--- src/rtl/assoc_wb_cache_pkg.sv ---
// Shared types and address-field width helpers for the set-associative
// write-back cache.
package assoc_wb_cache_pkg;

    typedef enum logic [2:0] {
        S_IDLE,
        S_LOOKUP,
        S_WRITEBACK,
        S_REFILL,
        S_RESPOND
    } state_e;

    function automatic int off_w(input int words);
        return $clog2(words) + 2;
    endfunction

    function automatic int idx_w(input int sets);
        return $clog2(sets);
    endfunction

    function automatic int tag_w(input int addr_w, input int words, input int sets);
        return addr_w - off_w(words) - idx_w(sets);
    endfunction

    // Zero-width fields (one set, one way) still need a 1-bit carrier signal.
    function automatic int at_least_one(input int w);
        return (w < 1) ? 1 : w;
    endfunction

endpackage

--- src/rtl/lru_tracker.sv ---
// Per-set true-LRU tracking using age counters: age 0 is MRU, age WAYS-1 is LRU.
module lru_tracker
    import assoc_wb_cache_pkg::*;
#(
    parameter int SETS  = 2,
    parameter int WAYS  = 2,
    parameter int SET_W = 1,
    parameter int WAY_W = 1
) (
    input  logic             clk,
    input  logic             rst_n,
    input  logic             touch_en,
    input  logic [SET_W-1:0] touch_set,
    input  logic [WAY_W-1:0] touch_way,
    input  logic [SET_W-1:0] query_set,
    output logic [WAY_W-1:0] victim_way
);

    logic [WAY_W-1:0] age_q [SETS][WAYS];
    logic [WAY_W-1:0] age_d [SETS][WAYS];

    // Ways younger than the touched one age by one; the touched way becomes MRU.
    always_comb begin
        age_d = age_q;
        if (touch_en) begin
            for (int w = 0; w < WAYS; w++) begin
                if (WAY_W'(w) == touch_way) begin
                    age_d[touch_set][w] = '0;
                end else if (age_q[touch_set][w] < age_q[touch_set][touch_way]) begin
                    age_d[touch_set][w] = age_q[touch_set][w] + 1'b1;
                end
            end
        end
    end

    always_ff @(posedge clk or negedge rst_n) begin
        if (!rst_n) begin
            for (int s = 0; s < SETS; s++) begin
                for (int w = 0; w < WAYS; w++) begin
                    age_q[s][w] <= WAY_W'(WAYS - 1 - w);
                end
            end
        end else begin
            age_q <= age_d;
        end
    end

    always_comb begin
        victim_way = '0;
        for (int w = 0; w < WAYS; w++) begin
            if (age_q[query_set][w] == WAY_W'(WAYS - 1)) begin
                victim_way = WAY_W'(w);
            end
        end
    end

endmodule

--- src/rtl/assoc_wb_cache.sv ---
// Set-associative write-back, write-allocate cache with a block-wide memory
// port; one request in flight, true-LRU replacement.
module assoc_wb_cache
    import assoc_wb_cache_pkg::*;
#(
    parameter int ADDR_W = 10,
    parameter int DATA_W = 32,
    parameter int WORDS  = 4,
    parameter int SETS   = 2,
    parameter int WAYS   = 2
) (
    input  logic                    clk,
    input  logic                    rst_n,
    input  logic                    req_valid,
    output logic                    req_ready,
    input  logic                    read_write,
    input  logic [ADDR_W-1:0]       address,
    input  logic [DATA_W-1:0]       writeData,
    output logic [DATA_W-1:0]       readData,
    output logic                    resp_valid,
    output logic                    hit,
    output logic                    mem_req,
    output logic                    mem_we,
    output logic [ADDR_W-1:0]       mem_addr,
    output logic [WORDS*DATA_W-1:0] mem_wdata,
    input  logic [WORDS*DATA_W-1:0] mem_rdata,
    input  logic                    mem_ready
);

    localparam int OFF_W  = off_w(WORDS);
    localparam int IDX_B  = idx_w(SETS);
    localparam int TAG_W  = tag_w(ADDR_W, WORDS, SETS);
    localparam int WSEL_W = OFF_W - 2;
    localparam int SET_W  = at_least_one(IDX_B);
    localparam int WAY_W  = at_least_one($clog2(WAYS));
    localparam int WA_W   = ADDR_W - 2;

    state_e              state_q, state_d;
    logic                rw_q, rw_d;
    logic [WA_W-1:0]     addr_q, addr_d;
    logic [DATA_W-1:0]   wdata_q, wdata_d;
    logic [WAY_W-1:0]    victim_q, victim_d;
    logic                resp_valid_q, resp_valid_d;
    logic                hit_q, hit_d;
    logic [DATA_W-1:0]   read_data_q, read_data_d;
    logic [WAYS-1:0]     valid_q [SETS];
    logic [WAYS-1:0]     valid_d [SETS];
    logic [WAYS-1:0]     dirty_q [SETS];
    logic [WAYS-1:0]     dirty_d [SETS];

    logic [DATA_W-1:0]   data_mem [SETS][WAYS][WORDS];
    logic [TAG_W-1:0]    tag_mem  [SETS][WAYS];

    logic [SET_W-1:0]    req_set;
    logic [TAG_W-1:0]    req_tag;
    logic [WSEL_W-1:0]   req_word;
    logic                lookup_hit;
    logic [WAY_W-1:0]    hit_way, alloc_way, lru_way;
    logic                touch_en;
    logic [WAY_W-1:0]    touch_way;
    logic                word_we, fill_we;
    logic [WAY_W-1:0]    word_way;
    logic [WORDS*DATA_W-1:0] victim_block;
    logic [ADDR_W-1:0]   wb_addr, fill_addr;
    logic                unused_addr_bits;

    // Byte lanes are not modelled; only word addresses are kept.
    assign unused_addr_bits = ^address[1:0];

    assign req_word  = addr_q[WSEL_W-1:0];
    assign req_set   = SET_W'((addr_q >> WSEL_W) & WA_W'(SETS - 1));
    assign req_tag   = TAG_W'(addr_q >> (WSEL_W + IDX_B));
    assign fill_addr = {addr_q[WA_W-1:WSEL_W], {OFF_W{1'b0}}};
    assign wb_addr   = (ADDR_W'(tag_mem[req_set][victim_q]) << (OFF_W + IDX_B))
                     | (ADDR_W'(req_set) << OFF_W);

    lru_tracker #(
        .SETS  (SETS),
        .WAYS  (WAYS),
        .SET_W (SET_W),
        .WAY_W (WAY_W)
    ) u_lru (
        .clk        (clk),
        .rst_n      (rst_n),
        .touch_en   (touch_en),
        .touch_set  (req_set),
        .touch_way  (touch_way),
        .query_set  (req_set),
        .victim_way (lru_way)
    );

    // Scanning downward leaves the lowest-numbered match / invalid way selected.
    always_comb begin
        lookup_hit = 1'b0;
        hit_way    = '0;
        alloc_way  = lru_way;
        for (int w = WAYS - 1; w >= 0; w--) begin
            if (valid_q[req_set][w] && (tag_mem[req_set][w] == req_tag)) begin
                lookup_hit = 1'b1;
                hit_way    = WAY_W'(w);
            end
            if (!valid_q[req_set][w]) begin
                alloc_way = WAY_W'(w);
            end
        end
    end

    always_comb begin
        victim_block = '0;
        for (int w = 0; w < WORDS; w++) begin
            victim_block[w*DATA_W +: DATA_W] = data_mem[req_set][victim_q][w];
        end
    end

    always_comb begin
        state_d      = state_q;
        rw_d         = rw_q;
        addr_d       = addr_q;
        wdata_d      = wdata_q;
        victim_d     = victim_q;
        resp_valid_d = 1'b0;
        hit_d        = 1'b0;
        read_data_d  = read_data_q;
        valid_d      = valid_q;
        dirty_d      = dirty_q;
        touch_en     = 1'b0;
        touch_way    = hit_way;
        word_we      = 1'b0;
        word_way     = hit_way;
        fill_we      = 1'b0;
        req_ready    = 1'b0;
        mem_req      = 1'b0;
        mem_we       = 1'b0;
        mem_addr     = '0;
        mem_wdata    = '0;

        case (state_q)
            S_IDLE: begin
                req_ready = 1'b1;
                if (req_valid) begin
                    rw_d    = read_write;
                    addr_d  = address[ADDR_W-1:2];
                    wdata_d = writeData;
                    state_d = S_LOOKUP;
                end
            end
            S_LOOKUP: begin
                if (lookup_hit) begin
                    touch_en     = 1'b1;
                    resp_valid_d = 1'b1;
                    hit_d        = 1'b1;
                    if (rw_q) begin
                        word_we                   = 1'b1;
                        dirty_d[req_set][hit_way] = 1'b1;
                    end else begin
                        read_data_d = data_mem[req_set][hit_way][req_word];
                    end
                    state_d = S_IDLE;
                end else begin
                    victim_d = alloc_way;
                    state_d  = (valid_q[req_set][alloc_way] && dirty_q[req_set][alloc_way])
                             ? S_WRITEBACK : S_REFILL;
                end
            end
            S_WRITEBACK: begin
                mem_req   = 1'b1;
                mem_we    = 1'b1;
                mem_addr  = wb_addr;
                mem_wdata = victim_block;
                if (mem_ready) begin
                    dirty_d[req_set][victim_q] = 1'b0;
                    state_d                    = S_REFILL;
                end
            end
            S_REFILL: begin
                mem_req  = 1'b1;
                mem_addr = fill_addr;
                if (mem_ready) begin
                    fill_we                    = 1'b1;
                    valid_d[req_set][victim_q] = 1'b1;
                    dirty_d[req_set][victim_q] = 1'b0;
                    touch_en                   = 1'b1;
                    touch_way                  = victim_q;
                    state_d                    = S_RESPOND;
                end
            end
            S_RESPOND: begin
                resp_valid_d = 1'b1;
                word_way     = victim_q;
                if (rw_q) begin
                    word_we                    = 1'b1;
                    dirty_d[req_set][victim_q] = 1'b1;
                end else begin
                    read_data_d = data_mem[req_set][victim_q][req_word];
                end
                state_d = S_IDLE;
            end
            default: state_d = S_IDLE;
        endcase
    end

    always_ff @(posedge clk or negedge rst_n) begin
        if (!rst_n) begin
            state_q      <= S_IDLE;
            rw_q         <= 1'b0;
            addr_q       <= '0;
            wdata_q      <= '0;
            victim_q     <= '0;
            resp_valid_q <= 1'b0;
            hit_q        <= 1'b0;
            read_data_q  <= '0;
            for (int s = 0; s < SETS; s++) begin
                valid_q[s] <= '0;
                dirty_q[s] <= '0;
            end
        end else begin
            state_q      <= state_d;
            rw_q         <= rw_d;
            addr_q       <= addr_d;
            wdata_q      <= wdata_d;
            victim_q     <= victim_d;
            resp_valid_q <= resp_valid_d;
            hit_q        <= hit_d;
            read_data_q  <= read_data_d;
            valid_q      <= valid_d;
            dirty_q      <= dirty_d;
        end
    end

    // Tag/data storage is not reset; the valid bits gate every use of it.
    always_ff @(posedge clk) begin
        if (fill_we) begin
            tag_mem[req_set][victim_q] <= req_tag;
            for (int w = 0; w < WORDS; w++) begin
                data_mem[req_set][victim_q][w] <= mem_rdata[w*DATA_W +: DATA_W];
            end
        end
        if (word_we) begin
            data_mem[req_set][word_way][req_word] <= wdata_q;
        end
    end

    assign readData   = read_data_q;
    assign resp_valid = resp_valid_q;
    assign hit        = hit_q;

endmodule

--- config.mk ---
export PLATFORM = sky130hd
export DESIGN_NAME = assoc_wb_cache
export DESIGN_NICKNAME = d
export VERILOG_FILES = /design/src/rtl/assoc_wb_cache_pkg.sv /design/src/rtl/lru_tracker.sv /design/src/rtl/assoc_wb_cache.sv
export SDC_FILE = /design/constraint.sdc
export NUM_CORES = 1
export LEC_CHECK = 0
export BUFFER_PORTS_ARGS = -buffer_cell sky130_fd_sc_hd__buf_2
export CORE_MARGIN = 3
export CORE_UTILIZATION = 25
export CTS_CLUSTER_DIAMETER = 200
export DETAILED_ROUTE_END_ITERATION = 10
export HOLD_SLACK_MARGIN = 0.02
export PLACE_DENSITY = 0.48
export SLEW_MARGIN = 25
export SYNTH_ARGS = -nofsm -noshare
export SYNTH_HDL_FRONTEND = slang
export SYNTH_SLANG_ARGS = --single-unit
export TNS_END_PERCENT = 1
--- constraint.sdc ---
create_clock -name clk -period 8.4 [get_ports clk]
set_input_delay 0.42 -clock clk [delete_from_list [all_inputs] [get_ports clk]]
set_output_delay 0.42 -clock clk [all_outputs]
set_load 0.005 [all_outputs]
* Word-level counts from Yosys, hierarchy flattened *
Memory sizes are Yosys's and may differ from the RTL's.
Index checks and enable logic that the tools add are counted.

storage, ports and cells
  bits in writable memories = 532
  word-level logic and storage cells = 2246
  memories = 2
  bits in registers = 91

operators by class
  bitwise operators = 1041
  order comparisons = 17
  add/subtract/negate cells = 2
  muxes and demuxes = 1134
  reduce and logical (&&, ||, !) cells = 19
  eq/ne operators = 15

memory list
  memory    depth  width  rd ports  clocked after Yosys merged registers in  wr ports  RTL line              text
  data_mem  2      256    1         0                                        1         assoc_wb_cache.sv:51  logic [DATA_W-1:0] data_mem [SETS][WAYS][WORDS];
  tag_mem   2      10     1         0                                        1         assoc_wb_cache.sv:52  logic [TAG_W-1:0] tag_mem [SETS][WAYS];

operator list
  cell                number
  $mux 256            5
  $mux 128            9
  $mux 1              1055
  $or 1x1->1          1024
  $demux 128 s1       5
  $mux 32             9
  $bmux 32 s2         2
  $mux 96             1
  $demux 32 s2        1
  $mux 64             1
  $pmux 32 s2         1
  $mux 4              9
  $mux 2              13
  $mux 5              4
  $pmux 10 s2         1
  $ne 2x2->1 const B  8
  $and 4x4->4         3
  $not 4->4           3
  $or 4x4->4          3
  $pmux 3 s4          1
  $pmux 4 s3          1
  $eq 5x5->1          2
  $ge 2x2->1 const B  5
  $mux 10             1
  30 further kinds    61

* Longest topological paths before layout *
Gate-level depths: netlist (run 1).

  depth after elaboration = 20
  depth in mapped cells = 12
  gate-level depth less buffers = 7

* By module *
A second synthesis (run 1) with hierarchy kept.

second synthesis, totals
  cell total of the unflattened synthesis = 2419
  area, all modules = 33986.3 um^2

by module, submodules not included
  module          area each (um^2)  seq. area each (um^2)  instances  cells an instance
  assoc_wb_cache  33799.9           18152.4                1          2404
  lru_tracker     186.4             102.6                  1          15

* Worst setup path after synthesis (run 1) *
Ideal clock, no wire load.

  path type = register to register
  start point = reg addr_q[2]
  end point = mem data_mem[0][100] in the netlist's numbering (enable)
  setup time = 432 ps
  period minus slack after synthesis = 3928 ps
  setup slack = 4472 ps
  required time = 7968 ps
  arrival = 3496 ps
  cell stages (with the launch flop) = 12
  cells stage by stage = dfrtp_1 > buf_2 > buf_6 > mux2i_1 > xor2_1 > and4_1 > buf_2 > o211a_1 > buf_4 > a21oi_4 > buf_2 > a21oi_1

between the ends
  longest elaborated chain between the ends = 15
  elaborated cells on any way between the ends = 24

ends and longest elaborated chain
  what                                                   RTL line               text
  start: declaration                                     assoc_wb_cache.sv:40   logic [WA_W-1:0] addr_q, addr_d;
  start signal: assignment                               assoc_wb_cache.sv:219  addr_q <= addr_d;
  branches (longest 15 deep; another with $mem_v2 2x10)  --
  end: declaration                                       assoc_wb_cache.sv:51

Several ways; the timed one is not identified. The select of a mux whose other input is x is not followed.

* Worst setup path after layout (run 1) *
  start point = reg addr_q[2]
  end point = mem data_mem[1][4] in the netlist's numbering (enable)

The elaborated chain is that of the path after synthesis.

==> metrics.md, run 1 <==
| Metric | Value |
|---|---|
| Dpl ws | 3.01 ns |
| GRT overflow | 0 |
| Worst skew pair latency | 0.65 ns |
| H-Tree Depth | 3 |
| Post-layout min period | 5.42 ns |
| Vias in the first global route | 24,600 |
| Setup_tns | 0 ns |
| Top cells by area, synth | edfxtp_1 46%, mux4_2 17%, mux2_2 8.0%, dfrtp_1 6.4%, nand2_1 5.0% |
| Slew HR | 0.269 |
| Synth Cell Area | 34,600 sq um |
| Crit path required time | 8.65 ns |
| RSZ-0062 raised after global routing | false |
| Clock share of power | 0.243 |
| Number of failing hold endpoints at the final stage | 0 |
| Slew @ Worst Pin | 1.10 ns |
| Cell Count, Final, Fillers Out | 4,587 |
| Crit-path max FO | 36 |
| FP Rows | 135 |
| Final instance area | 41,000 sq um |
| Placed Instance Area | 38,100 sq um |
| Tot GR Track Use | 0.202 |
| Vias | 24,200 |
| WP data arrival | 5.66 ns |
| HPWL Detailed | 90,300 um |
| Post-CTS Setup Inserts | 0 |
| Drt drc | 0 |
| Maximum clock rate | 0.185 GHz |
| Share of layout cells above drive strength 1 | 0.389 |
| TritonCTS clock tree | built |
| Max-cap viol count | 0 |
| Critical path type | register to register |
| Initial DRC count | 2,251 |
| Power Dens Cells | 329 nW/um^2 |
| Distinct cells, synth | 63 |
| P&R area growth vs syn | 18.5% |
| Internal | 8.25 mW |
| Port-buffer cells | 343 |
| Highest-count cells in the layout ignoring fill and taps | 532 x edfxtp_1, 457 x nand2_1, 342 x buf_2, 260 x mux4_2, 246 x mux2_2 |
| Drt wl/cell | 32.1 um |
| Commonest non-fill, non-tap cell in the layout | edfxtp_1 |
| Top_reg_cell synth | edfxtp_1 |
| Register area share after synthesis | 0.528 |
| Post-synthesis register bit count | 623 |
| Overall power | 13.5 mW |
| Yosys top cell by area | edfxtp_1 |
| Cell leakage power | 14.5 nW |
| Endpoints failing setup | 0 |
| CTS Sinks | 623 |
| Share of the synthesized area in the top cell type | 0.462 |
| Die area | 143,000 sq um |
| Switch share | 0.388 |
| Post-Route Utilization | 0.300 |
| Drt total wl | 147,000 um |
| Hold_buf cts | 35 |
| Fill count | 13,800 |
| Async SR Flop Fraction | 0.146 |
| First-pass GRT wire length | 201,000 um |
| Initial antenna violation count | 74 |
| EDFF count, synth | 532 |
| Root buf cell | clkbuf_16 |
| Placed cell count | 4,385 |
| Core area | 136,000 sq um |
| Post-CTS resize count | 0 |
| Min-Delay Path Class | input port to register |
| Die width | 378 um |
| CTS max path bufs | 3 |
| Yosys Warn Count | 0 |
| DR vias/cell | 5.27 |
| Nets | 2,890 |
| Max Slew Vio Count | 0 |
| Flop pwr share | 0.331 |
| Clock-pin slew on the worst setup and hold paths | 0.06 ns |
| RePlAce Congestion | 0.784 |
| P_sw | 5.23 mW |
| Outcome | finished clean |
| CTS buffer count | 73 |
| Comb power frac | 0.426 |
| Setup WS post-layout | 2.98 ns |
| Final hold slack | 0.0722 ns |
| Crit path launch type | register |
| Mean Syn Cell Area | 14.2 sq um |
| Pre-antenna DRT Iters | 5 |
| Largest net degree at the start of global routing | 115 |
| Crit. End Element | register |
| Antenna viol nets, final | 0 |
| Initial Util | 0.253 |
| Post-synthesis cell count | 2,432 |
| Fin crit share | 0.645 |
| Peak supply drop | 0.195 mV |
| Worst Skew | 0.0313 ns |
| IO Pins | 350 |
| Die Ht | 378 um |
-- critical path: stages (launching register included) --
cell      delay, ns
dfrtp_4        0.78
mux2i_1        0.35
xor2_1         0.21
and4_4         0.83
o211a_4        0.93
a2bb2o_4       0.21
buf_4          0.77
o21a_4         0.85
-- power by group through the flow --
stage               Combinational (mW)  Clock (mW)  Sequential, mW
finish                            5.73        3.27            4.46
global route                      6.11        3.45            4.52
CTS                               5.76        3.33            4.46
detailed placement                5.73           0            4.52
global placement                  5.73           0            4.52
floorplan                         3.72           0            4.15
-- routing by layer --
metal / global-route usage / wire, um / vias up
met3: 0.0523 / 12800 / 266
met5: 0 / 230 / -
met1: 0.262 / 60200 / 12600
li1: - / - / 10100
met4: 0.0704 / 4990 / 34
met2: 0.327 / 68900 / 1156
-- area by class of cell --
cell class | count | area [sq um] | share of cell area
Tap cell | 1781 | 2230 | 0.0543
Timing Repair Buffer | 416 | 2390 | 0.0583
Multi-Input combinational cell | 1597 | 15600 | 0.380
Sequential cell | 623 | 18300 | 0.446
Clock inverter | 41 | 463 | 0.0113
Inverter | 4 | 17.5 | 0.000427
Antenna cell | 30 | 75.1 | 0.00183
Clock buffer | 95 | 1960 | 0.0478
-- cells in the mapped netlist, drive strengths merged, types with 3 or more instances --
cell type,n
o2111ai,33
o41ai,3
clkbuf,128
a22o,64
inv,3
mux4,260
or2,6
o21ai,39
nor2,27
a32oi,3
buf,83
xnor2,4
a2bb2o,3
nand2b,10
a21oi,10
xor2,9
nor3,33
o31ai,3
mux2,333
o211ai,32
nor2b,4
nand2,459
mux2i,46
and2,132
edfxtp,532
o21a,16
dfrtp,89
nand3,4
a31oi,33
-- state kept, by name, indices dropped and copies added (netlist names) --
| register | cells |
|---|---|
| addr_q | 8 |
| data_mem | 512 |
| dirty_q | 4 |
| hit | 1 |
| readData | 32 |
| resp_valid | 1 |
| rw_q | 1 |
| state_q | 3 |
| tag_mem | 20 |
| u_lru.age_q | 4 |
| valid_q | 4 |
| victim_q | 1 |
| wdata_q | 32 |
-- worst paths after layout --
path                          startpoint        endpoint  slack, ns  depth (start not counted)
hold reg to reg               valid_q[2]      valid_q[2]       0.46                          1
hold / removal             writeData[25]     wdata_q[25]       0.07                          2
setup reg to reg               addr_q[2]  data_mem[1][4]       2.98                          7
max in group asynchronous          rst_n       addr_q[2]       6.71                          3
min in group asynchronous          rst_n            rw_q       0.44                          2
setup / recovery               addr_q[2]  data_mem[1][4]       2.98                          7
-- cells by family (layout without fill, tap and decap cells) --
family,Yosys count,after routing,synth area share
simple gates,688,688,0.0895
compound gates,253,253,0.0561
flops,623,623,0.528
mux,639,639,0.294
buf+inv,215,556,0.0292
xor+xnor,13,13,0.00329
other cells,1,34,0.000108
(Power assumes the default switching activity.)
==> run 2, diff against run 1 <==
==> constraint.sdc (replaced) <==
create_clock -name clk -period 5.6 [get_ports clk]
set_input_delay 0.28 -clock clk [delete_from_list [all_inputs] [get_ports clk]]
set_output_delay 0.28 -clock clk [all_outputs]
set_load 0.005 [all_outputs]
==> run 2 against run 1 <==
Against the previous run: register-to-register slack got worse by 1.5 ns; critical endpoint is now mem_wdata[112]; cell count rose by 0.63%; total power rose by 48%.
==> metrics.md, run 2 (synthesis gave the netlist of run 1 again) <==
| Metric | Value |
|---|---|
| Outcome | finished clean |
| TritonCTS clock tree | built |
| Highest-count cells in the layout ignoring fill and taps | 532 x edfxtp_1, 457 x nand2_1, 342 x buf_2, 260 x mux4_2, 246 x mux2_2 |
| Share of layout cells above drive strength 1 | 0.387 |
| Cell family with most CP delay | buffers and inverters |
| Commonest non-fill, non-tap cell in the layout | edfxtp_1 |
| Slew HR | 0.299 |
| Comb power frac | 0.435 |
| Pre-antenna DRT Iters | 7 |
| Flop pwr share | 0.336 |
| Crit path launch type | register |
| Nets | 2,930 |
| Setup_tns | 0 ns |
| Switch share | 0.395 |
| Drt total wl | 148,000 um |
| Clock-pin slew on the worst setup and hold paths | 0.06 ns |
| CTS buffer count | 71 |
| CP peak stage delay | 0.85 ns |
| Post-CTS Setup Inserts | 0 |
| RePlAce Congestion | 0.776 |
| FP Rows | 135 |
| Initial DRC count | 2,598 |
| CP max stage cell | buf_4 |
| Worst skew pair latency | 0.65 ns |
| Critical path type | register to output pin |
| Initial antenna violation count | 51 |
| P&R area growth vs syn | 19.2% |
| Crit. End Element | output pin |
| Fin crit share | 0.762 |
| Placed cell count | 4,393 |
| Largest net degree at the start of global routing | 98 |
| H-Tree Depth | 3 |
| RSZ-0062 raised after global routing | false |
| Maximum clock rate | 0.234 GHz |
| Cell Count, Final, Fillers Out | 4,616 |
| Tot GR Track Use | 0.203 |
| HPWL Detailed | 92,400 um |
| CTS Sinks | 623 |
| Number of failing hold endpoints at the final stage | 0 |
| Antenna viol nets, final | 0 |
| Vias | 24,200 |
| Max-cap viol count | 0 |
| WP buf/inv | 3 |
| Root buf cell | clkbuf_16 |
| Die width | 378 um |
| P_sw | 7.89 mW |
| Worst Skew | 0.0376 ns |
| Endpoints failing setup | 0 |
| Initial Util | 0.253 |
| Post-layout min period | 4.27 ns |
| Most flop-heavy register | data_mem |
| Clock share of power | 0.229 |
| GRT overflow | 0 |
| Vias in the first global route | 24,900 |
| Drt drc | 0 |
| Slew @ Worst Pin | 1.05 ns |
| WP data arrival | 3.99 ns |
| Power Dens Cells | 485 nW/um^2 |
| Critical path's most frequent cell | buf_4 |
| Max Slew Vio Count | 0 |
| CTS max path bufs | 3 |
| Largest register FFs | 512 |
| Drt wl/cell | 32.1 um |
| Die area | 143,000 sq um |
| Crit-path cells | buf_4 > buf_4 > mux4_2 > and2_1 > buf_2 |
| Cell leakage power | 14.6 nW |
| Crit path required time | 5.32 ns |
| Crit-path max FO | 51 |
| DR vias/cell | 5.25 |
| IO Pins | 350 |
| Peak supply drop | 0.325 mV |
| Core area | 136,000 sq um |
| Die Ht | 378 um |
| First-pass GRT wire length | 202,000 um |
| Port-buffer cells | 343 |
| Internal | 12.1 mW |
| Hold_buf cts | 70 |
| Min-Delay Path Class | input port to register |
| Post-CTS resize count | 0 |
==> run 2: worst paths after layout <==
path	startpoint	to	slack, ns	depth (start not counted)
hold / removal	mem_rdata[17]	data_mem[1][241]	0.05	2
setup reg to reg	addr_q[2]	data_mem[0][34]	1.52	8
min in group asynchronous	rst_n	wdata_q[26]	0.28	2
hold reg to reg	valid_q[2]	valid_q[2]	0.47	1
max in group asynchronous	rst_n	addr_q[1]	4.08	3
setup / recovery	addr_q[2]	mem_wdata[112]	1.33	5
==> run 2: final cells by class <==
cell class	count	area, sq um
flip-flops and latches	623	18300
inverters	4	17.5
clock inverters	34	283
repair buffers	458	2840
multi-input cells	1597	15600
clock buffers	97	1940
diodes	22	55.1
well taps	1781	2230
fillers	13800	95300
==> run 2: metal layers <==
metal / global-route usage / wire (um)
met5: 0 / 187
met1: 0.263 / 59800
met4: 0.0682 / 4820
met3: 0.0462 / 12400
met2: 0.336 / 70900
==> run 2: power by group through the flow <==
stage	Sequential (mW)	Combinational [mW]	Clock, mW
2_1_floorplan	6.23	5.58	0
6_report	6.71	8.70	4.58
5_1_grt	6.80	9.21	4.84
3_3_place_gp	6.79	8.62	0
3_5_place_dp	6.79	8.67	0
4_1_cts	6.70	8.74	4.65
==> run 2: worst reg2reg max path, stage by stage (launching register included) <==
cell	delay, ns
dfrtp_4	0.58
buf_4	0.76
and2_1	0.26
a32oi_2	0.14
inv_2	0.15
o211a_4	0.41
a2bb2o_4	0.44
buf_4	0.71
mux2_4	0.39
==> run 2: stage by stage <==
step           hold slack (ns)  area [sq um]  total power [mW]  utilization  setup slack, ns
3_3_place_gp             0.433         38200              15.4        0.280             1.48
2_1_floorplan          -0.0156         34600              11.8            -             1.67
6_report                0.0491         41200              20.0        0.302             1.33
4_1_cts                 0.0204         41200              20.1        0.302             1.22
5_1_grt                 0.0439         41200              20.8        0.302             1.05
3_5_place_dp             0.435         38200              15.5        0.280             1.47
